===== src/rtl/dds_pkg.sv =====
// rtl/dds_pkg.sv - shared state type, default widths and LFSR constants for the DDS front end
package dds_pkg;

  typedef enum logic {
    IDLE = 1'b0,
    RUN  = 1'b1
  } dds_state_e;

  localparam int DDS_DATA_WIDTH   = 16;
  localparam int DDS_ADDR_WIDTH   = 5;
  localparam int DDS_I_WIDTHX     = 2;
  localparam int DDS_PHASE_WIDTH  = 24;
  localparam int DDS_EVAL_LATENCY = 4;

  // Fibonacci taps 16,14,13,11 expressed as a mask over bits [15:0]
  localparam logic [15:0] LFSR_SEED = 16'hACE1;
  localparam logic [15:0] LFSR_TAPS = 16'hB400;

  function automatic logic [15:0] lfsr_next(input logic [15:0] s);
    return {s[14:0], ^(s & LFSR_TAPS)};
  endfunction

endpackage


===== src/rtl/valid_delay_line.sv =====
// rtl/valid_delay_line.sv - enable-gated valid shift register matching a fixed pipeline latency
module valid_delay_line #(
  parameter int LATENCY = 4
) (
  input  logic clk_i,
  input  logic rst_ni,
  input  logic en_i,
  input  logic valid_i,
  output logic valid_o
);

  logic [LATENCY-1:0] stage_q;

  always_ff @(posedge clk_i or negedge rst_ni) begin
    if (!rst_ni) begin
      stage_q <= '0;
    end else if (en_i) begin
      stage_q[0] <= valid_i;
      for (int i = 1; i < LATENCY; i++) begin
        stage_q[i] <= stage_q[i-1];
      end
    end
  end

  assign valid_o = stage_q[LATENCY-1];

endmodule


===== src/rtl/dds_phase_segmenter.sv =====
// rtl/dds_phase_segmenter.sv - phase accumulator, FTW handshake and segment/argument split
// Optional sample dithering: define DDS_PHASE_DITHER_EN.
module dds_phase_segmenter
  import dds_pkg::*;
#(
  parameter int DATA_WIDTH   = DDS_DATA_WIDTH,
  parameter int ADDR_WIDTH   = DDS_ADDR_WIDTH,
  parameter int I_widthX     = DDS_I_WIDTHX,
  parameter int PHASE_WIDTH  = DDS_PHASE_WIDTH,
  parameter int EVAL_LATENCY = DDS_EVAL_LATENCY
) (
  input  logic                   clk,
  input  logic                   rst,
  input  logic                   enable,
  input  logic                   start,
  input  logic                   stop,
  input  logic                   phase_clr,
  input  logic [PHASE_WIDTH-1:0] ftw_data,
  input  logic                   ftw_valid,
  output logic                   ftw_ready,
  output logic [ADDR_WIDTH-1:0]  address_ram_out,
  output logic [DATA_WIDTH-1:0]  x_argu_out,
  output logic                   sample_valid,
  output logic                   eval_valid,
  output logic                   running
);

  localparam int FRAC_W  = DATA_WIDTH - I_widthX;
  localparam int TOP_W   = ADDR_WIDTH + FRAC_W;

  dds_state_e             state_q;
  logic                   running_q;
  logic                   advance;
  logic [PHASE_WIDTH-1:0] acc_q, acc_d;
  logic [PHASE_WIDTH-1:0] ftw_active_q, ftw_active_d;
  logic [PHASE_WIDTH-1:0] ftw_shadow_q, ftw_shadow_d;
  logic                   pending_q, pending_d;
  logic [ADDR_WIDTH-1:0]  addr_q, addr_d;
  logic [DATA_WIDTH-1:0]  x_q, x_d;
  logic                   sv_q, sv_d;
  logic [TOP_W-1:0]       sample_top;

  // stop has priority over start; transitions ignore enable
  always_ff @(posedge clk or negedge rst) begin
    if (!rst) begin
      state_q   <= IDLE;
      running_q <= 1'b0;
    end else begin
      case (state_q)
        IDLE: if (start && !stop) begin
          state_q   <= RUN;
          running_q <= 1'b1;
        end
        RUN: if (stop) begin
          state_q   <= IDLE;
          running_q <= 1'b0;
        end
        default: begin
          state_q   <= IDLE;
          running_q <= 1'b0;
        end
      endcase
    end
  end

  assign advance = enable && (state_q == RUN);

`ifdef DDS_PHASE_DITHER_EN
  localparam int DITHER_W = PHASE_WIDTH - TOP_W;
  logic [15:0]            lfsr_q;
  logic [PHASE_WIDTH-1:0] dither;
  logic [PHASE_WIDTH-1:0] dithered;

  always_ff @(posedge clk or negedge rst) begin
    if (!rst) begin
      lfsr_q <= LFSR_SEED;
    end else if (advance) begin
      lfsr_q <= lfsr_next(lfsr_q);
    end
  end

  // Only bits below the sampled window are dithered; a zero-width window masks to 0
  assign dither     = PHASE_WIDTH'(lfsr_q) & ~({PHASE_WIDTH{1'b1}} << DITHER_W);
  assign dithered   = acc_q + dither;
  assign sample_top = dithered[PHASE_WIDTH-1 -: TOP_W];
`else
  assign sample_top = acc_q[PHASE_WIDTH-1 -: TOP_W];
`endif

  always_comb begin
    acc_d        = acc_q;
    ftw_active_d = ftw_active_q;
    ftw_shadow_d = ftw_shadow_q;
    pending_d    = pending_q;
    addr_d       = addr_q;
    x_d          = x_q;
    sv_d         = sv_q;

    if (ftw_valid && !pending_q) begin
      ftw_shadow_d = ftw_data;
      pending_d    = 1'b1;
    end else if (pending_q && enable) begin
      ftw_active_d = ftw_shadow_q;
      pending_d    = 1'b0;
    end

    if (enable) begin
      if (phase_clr) begin
        acc_d = '0;
      end else if (state_q == RUN) begin
        acc_d = acc_q + ftw_active_q;
      end
      // Outputs take the pre-increment phase
      if (state_q == RUN) begin
        addr_d = sample_top[TOP_W-1 -: ADDR_WIDTH];
        x_d    = {{I_widthX{1'b0}}, sample_top[FRAC_W-1:0]};
        sv_d   = 1'b1;
      end else begin
        sv_d = 1'b0;
      end
    end
  end

  always_ff @(posedge clk or negedge rst) begin
    if (!rst) begin
      acc_q        <= '0;
      ftw_active_q <= '0;
      ftw_shadow_q <= '0;
      pending_q    <= 1'b0;
      addr_q       <= '0;
      x_q          <= '0;
      sv_q         <= 1'b0;
    end else begin
      acc_q        <= acc_d;
      ftw_active_q <= ftw_active_d;
      ftw_shadow_q <= ftw_shadow_d;
      pending_q    <= pending_d;
      addr_q       <= addr_d;
      x_q          <= x_d;
      sv_q         <= sv_d;
    end
  end

  valid_delay_line #(
    .LATENCY (EVAL_LATENCY)
  ) u_valid_delay (
    .clk_i   (clk),
    .rst_ni  (rst),
    .en_i    (enable),
    .valid_i (sv_q),
    .valid_o (eval_valid)
  );

  assign ftw_ready       = ~pending_q;
  assign address_ram_out = addr_q;
  assign x_argu_out      = x_q;
  assign sample_valid    = sv_q;
  assign running         = running_q;

endmodule

===== config.mk =====
export PLATFORM = sky130hd
export DESIGN_NAME = dds_phase_segmenter
export DESIGN_NICKNAME = d
export VERILOG_FILES = /design/src/rtl/dds_pkg.sv /design/src/rtl/valid_delay_line.sv /design/src/rtl/dds_phase_segmenter.sv
export SDC_FILE = /design/constraint.sdc
export NUM_CORES = 1
export LEC_CHECK = 0
export ABC_CLOCK_PERIOD_IN_PS = 3900
export CAP_MARGIN = 10
export CORE_MARGIN = 3
export CORE_UTILIZATION = 56
export CTS_CLUSTER_SIZE = 16
export DETAILED_ROUTE_END_ITERATION = 16
export HOLD_SLACK_MARGIN = 0.15
export PLACE_DENSITY = 0.8
export REMOVE_ABC_BUFFERS = 1
export SYNTH_ARGS = -nofsm -noshare
export SYNTH_HDL_FRONTEND = slang
export SYNTH_SLANG_ARGS = --single-unit

===== constraint.sdc =====
create_clock -name clk -period 3.9 [get_ports clk]
set_input_delay 0.78 -clock clk [delete_from_list [all_inputs] [get_ports clk]]
set_output_delay 0.78 -clock clk [all_outputs]
set_load 0.02 [all_outputs]

## After elaboration in Yosys (flattened, before gate mapping)

Index checks and enable logic that the tools add are counted.

- Add/sub/neg operators: 1
- Equal/unequal tests: 2
- Mux-type cells: 11
- Bitwise operators: 3
- Reductions and logical operators: 11

Operator list:

| cell | count |
|---|---|
| 24-bit 2-to-1 mux | 2 |
| 24-bit adder | 1 |
| 2-bit AND reduction | 4 |
| 1-bit 2-to-1 mux | 7 |
| 2-bit inequality test, second input constant | 2 |
| 1-bit case mux with 2 select lines | 2 |
| 2-bit nonzero test | 2 |
| 1-bit logical AND | 3 |
| 1-bit NOT | 3 |
| 1-bit logical NOT | 2 |

- Register bits: 99
- Output and inout bits: 25

## Logic depth before layout (Yosys ltp)

- Word-level depth: 4
- Gate-level depth with buffers: 9

## By module

Synthesis repeated with hierarchy kept, for this count alone.

- Cells, all modules: 417
- Area total of the unflattened synthesis: 4907.2 um^2

By module, submodules not included:

| module | instances | cells an instance | area each (um^2) | seq. area each (um^2) |
|---|---|---|---|---|
| dds_phase_segmenter | 1 | 409 | 4762.1 | 2377.3 |
| valid_delay_line | 1 | 8 | 145.1 | 100.1 |

## Least setup slack after synthesis

Ideal clock, no wire load.

- Path type: reg2reg
- Start: reg acc_q[0]
- End: reg acc_q[20]
- Library setup time: 0.122 ns
- Data arrival time: 2.585 ns
- Data required time: 3.778 ns
- Path slack: 1.193 ns
- Cell stages (with the launch flop): 10
- Buffers on the path: 0
- Cell sequence: dfrtp_1 ha_1 fa_1 a21o_1 a311oi_1 nor2_1 o41ai_4 nor4_1 or3_1 a32o_1

- Word-level cells in the longest chain between the ends: 3

RTL lines:

| what | line | RTL |
|---|---|---|
| start, declared | dds_phase_segmenter.sv:34 | `logic [PHASE_WIDTH-1:0] acc_q, acc_d;` |
| start signal, assigned | dds_phase_segmenter.sv:126 | `acc_q <= '0;` |
| start signal, assigned | dds_phase_segmenter.sv:134 | `acc_q <= acc_d;` |
| 24-bit adder | dds_phase_segmenter.sv:111 | `acc_d = acc_q + ftw_active_q;` |
| 24-bit 2-to-1 mux | dds_phase_segmenter.sv:110 | `end else if (state_q == RUN) begin` |
| 24-bit 2-to-1 mux | dds_phase_segmenter.sv:108 | `if (phase_clr) begin` |

Every way passes these cells. The select of a mux whose other input is x is not followed.
A chain may end at the register's enable or synchronous reset.

## Worst setup path in the final report

Same ends and word-level chain as after synthesis.

==> flow_metrics.tcl <==
set metrics [dict create \
    routed_via_density 5.89 \
    root_buffer "clkbuf_8" \
    hold_class "in2async" \
    clkPwrFrac 0.156 \
    numClockSinks 99 \
    finalCritPeriodShare 0.754 \
    seqPwrFrac 0.392 \
    post_cts_buffers 0 \
    whs_ns 0.427 \
    clock.fmax_mhz 340 \
    ys_types 53 \
    wl_mm 10.2 \
    status "finished, final reports clean" \
    crit_required_ns 4.17 \
    p_int_mw 2.44 \
    design.die.area_sq_mm 0.00993 \
    place_inst 562 \
    crit_slowest_cell "fa_1" \
    fin_tns_setup_ns 0 \
    async_flop_share 1.00 \
    swShare 0.389 \
    start_util 0.586 \
    overflow 0 \
    ir_drop_uv 310 \
    cts_max_level 3 \
    pwr-share-comb 0.452 \
    clock_skew_ns 0.0165 \
    fin_cells 578 \
    die_w_microns 99.6 \
    slew_headroom 0.566 \
    drv_slew 0 \
    rsz0062_at_grt "no" \
    crit_path_max_incr_delay_ns 0.41 \
    postCtsHoldBufs 0 \
    clock_latency_ns 0.38 \
    final_area_sq_mm 0.00573 \
    start_kind "flop" \
    final_hold_viol_count 0 \
    groute.usage.overall 0.222 \
    setup_viol 0 \
    syn2layout_area_growth_pct 16.7 \
    cts_resized 0 \
    p_switching_mw 1.55 \
    cap_violations 0 \
    layout.nets 523 \
    cts_tree "built" \
    grt_pass1_wl_mm 17.4 \
    ys_ff_latch 99 \
    reg2reg_depth 9 \
    cts_buffers 9 \
    worstPathMaxFanout 3 \
    leakage_nw 2.62 \
    place_congestion 0.881 \
    fp-row-count 33 \
    synth_cells 418 \
    grt_max_degree 52 \
    grt_pass1_vias 3499 \
    post-route-util 0.684 \
    drive_gt1_frac 0.218 \
    die_h_microns 99.6 \
    clk_pin_slew_worst_paths_ns 0.11 \
    synth_edf_count 0 \
    crit_family "compound AO/OA/AOI/OAI gates" \
    synth_flop_cell "dfrtp_1" \
    finalCriticalPeriod_ns 2.94 \
    critPathKind "reg2reg" \
    cp_cell_sequence "ha_1 -> fa_1 -> a21o_1 -> a311oi_1 -> nor2_1 -> o41ai_4 -> nor4_1 -> or3_1 -> a32o_1" \
    design.core.area_sq_mm 0.00838 \
    worst_pin_slew_ns 0.651 \
    antenna_found_initial 0 \
    synth_area_sq_mm 0.00491 \
    crit_arrival_ns 3.21 \
    firstDrtPassIters 4 \
    routedWlPerCell_microns 17.7 \
    avgSynthCellArea_sq_um 11.7 \
    yosysWarningCount 0 \
    seq_area_frac_synth 0.504 \
    drt_first_iter_violations 167 \
    ant_nets 0 \
    dpl.hpwl_mm 7.62 \
    diodes 0 \
    worst-path-stages 9 \
    critPathCaptureType "flop" \
    io_buffers 53 \
    clockBufferDepth 2 \
    p_per_area_mw_per_mm2 697 \
    num_io_pins 56 \
    vias 3404 \
    drc 0 \
    critical_path_buf_inv_count 0 \
    placed_area_sq_mm 0.00555 \
]
## worst register-to-register path, cell delays in order, from the launching register on
cell      delay, ns
dfrtp_1        0.40
ha_1           0.24
fa_1           0.41
a21o_1         0.21
a311oi_1       0.35
nor2_1         0.18
o41ai_4        0.38
nor4_1         0.10
or3_1          0.32
a32o_1         0.26
## sequential cells by signal (all words and copies together) (netlist names)
register               cells
u_valid_delay.stage_q      4
ftw_active_q              24
acc_q                     24
ftw_shadow_q              24
state_q                    1
address_ram_out            5
pending_q                  1
x_argu_out                14
running                    1
sample_valid               1
## metal layers
layer	GRT usage	wire length (microns)	up-vias
met4	0.0620	136	0
met1	0.308	4650	1683
met5	0	0	-
met2	0.360	4990	79
li1	-	-	1629
met3	0.0407	447	13
## layout make-up
cell class	instances	area (sq um)
multi-input cells	291	2320
inverters	8	30.0
well taps	105	131
clock buffers	9	124
clock inverters	7	58.8
repair buffers	59	586
fillers	630	2650
flip-flops and latches	99	2480
## power by group through the flow
| stage | sequential, mW | combinational (mW) | clock [mW] |
|---|---|---|---|
| 2_1_floorplan | 1.61 | 1.21 | 0 |
| 3_3_place_gp | 1.57 | 1.76 | 0 |
| 3_5_place_dp | 1.59 | 1.80 | 0 |
| 4_1_cts | 1.57 | 1.81 | 0.641 |
| 5_1_grt | 1.61 | 2.00 | 0.682 |
| 6_report | 1.56 | 1.80 | 0.622 |
## cell usage in the layout (no fill, tap or decap), types with 3 or more instances in the layout
master	netlist	layout
a211oi_1	3	3
buf_4	2	6
a21oi_1	23	23
nor2_1	12	12
o21bai_1	3	3
mux2_2	71	71
a22o_1	4	4
dfrtp_1	99	99
clkdlybuf4s50_1	0	52
xor2_1	10	10
nor3_1	3	3
a21o_1	15	15
clkbuf_8	0	9
o21ai_0	26	26
nand4_1	6	6
inv_1	8	8
ha_1	23	23
nand2_1	34	34
xnor2_1	8	8
o31ai_1	4	4
## metrics by stage
step	total power, mW	setup WS (ns)
after floorplan	2.81	1.19
after CTS	4.02	0.966
after detailed placement	3.39	0.987
after global placement	3.33	1.06
final	3.99	0.959
after global routing	4.29	0.822
## worst paths after layout
path	from	end	slack, ns
hold reg to reg	ftw_shadow_q[22]	ftw_active_q[22]	0.51
hold / removal	rst	acc_q[14]	0.43
setup / recovery	acc_q[0]	acc_q[20]	0.96
setup reg to reg	acc_q[0]	acc_q[20]	0.96
min in group clk	ftw_shadow_q[22]	ftw_active_q[22]	0.51
max in group asynchronous	rst	acc_q[8]	2.80
## cells in the mapped netlist (2+ instances only)
| library cell | number | area (sq um) |
|---|---|---|
| xnor2_1 | 8 | 70.1 |
| xor2_1 | 10 | 87.6 |
| buf_4 | 2 | 15.0 |
| o31ai_1 | 4 | 30.0 |
| a21oi_2 | 2 | 17.5 |
| dfrtp_1 | 99 | 2480 |
| nand4_1 | 6 | 37.5 |
| o21a_1 | 2 | 15.0 |
| or3_1 | 2 | 12.5 |
| a31oi_1 | 2 | 12.5 |
| o21bai_1 | 3 | 22.5 |
| nor2_1 | 12 | 45.0 |
| o211ai_1 | 2 | 15.0 |
| a211oi_1 | 3 | 22.5 |
| and3_1 | 2 | 12.5 |
| mux2_2 | 71 | 800 |
| nor2b_1 | 2 | 12.5 |
| or2_2 | 2 | 12.5 |
| o21ai_0 | 26 | 130 |
| nor3_1 | 3 | 15.0 |
| nor4_1 | 2 | 12.5 |
| inv_1 | 8 | 30.0 |
| clkbuf_1 | 19 | 71.3 |
| a21oi_1 | 23 | 115 |
| a22o_1 | 4 | 35.0 |
| a31o_2 | 2 | 17.5 |
| ha_1 | 23 | 288 |
| nand2_1 | 34 | 128 |
| a21o_1 | 15 | 113 |
| a211o_1 | 2 | 17.5 |
## cells by family (layout without fill, tap and decap cells)
logic type,after synthesis,in the layout,share of synthesized area
other,1,2,0.000764
AO/OA/AOI/OAI,104,104,0.143
XOR/XNOR,18,18,0.0321
AND/OR/NAND/NOR,71,71,0.0683
adder cells (fa/ha/maj),24,24,0.0627
buffers and inverters,29,83,0.0237
multiplexers,72,72,0.165
flip-flops,99,99,0.504
Note: power is estimated with default switching activity, not from simulation.
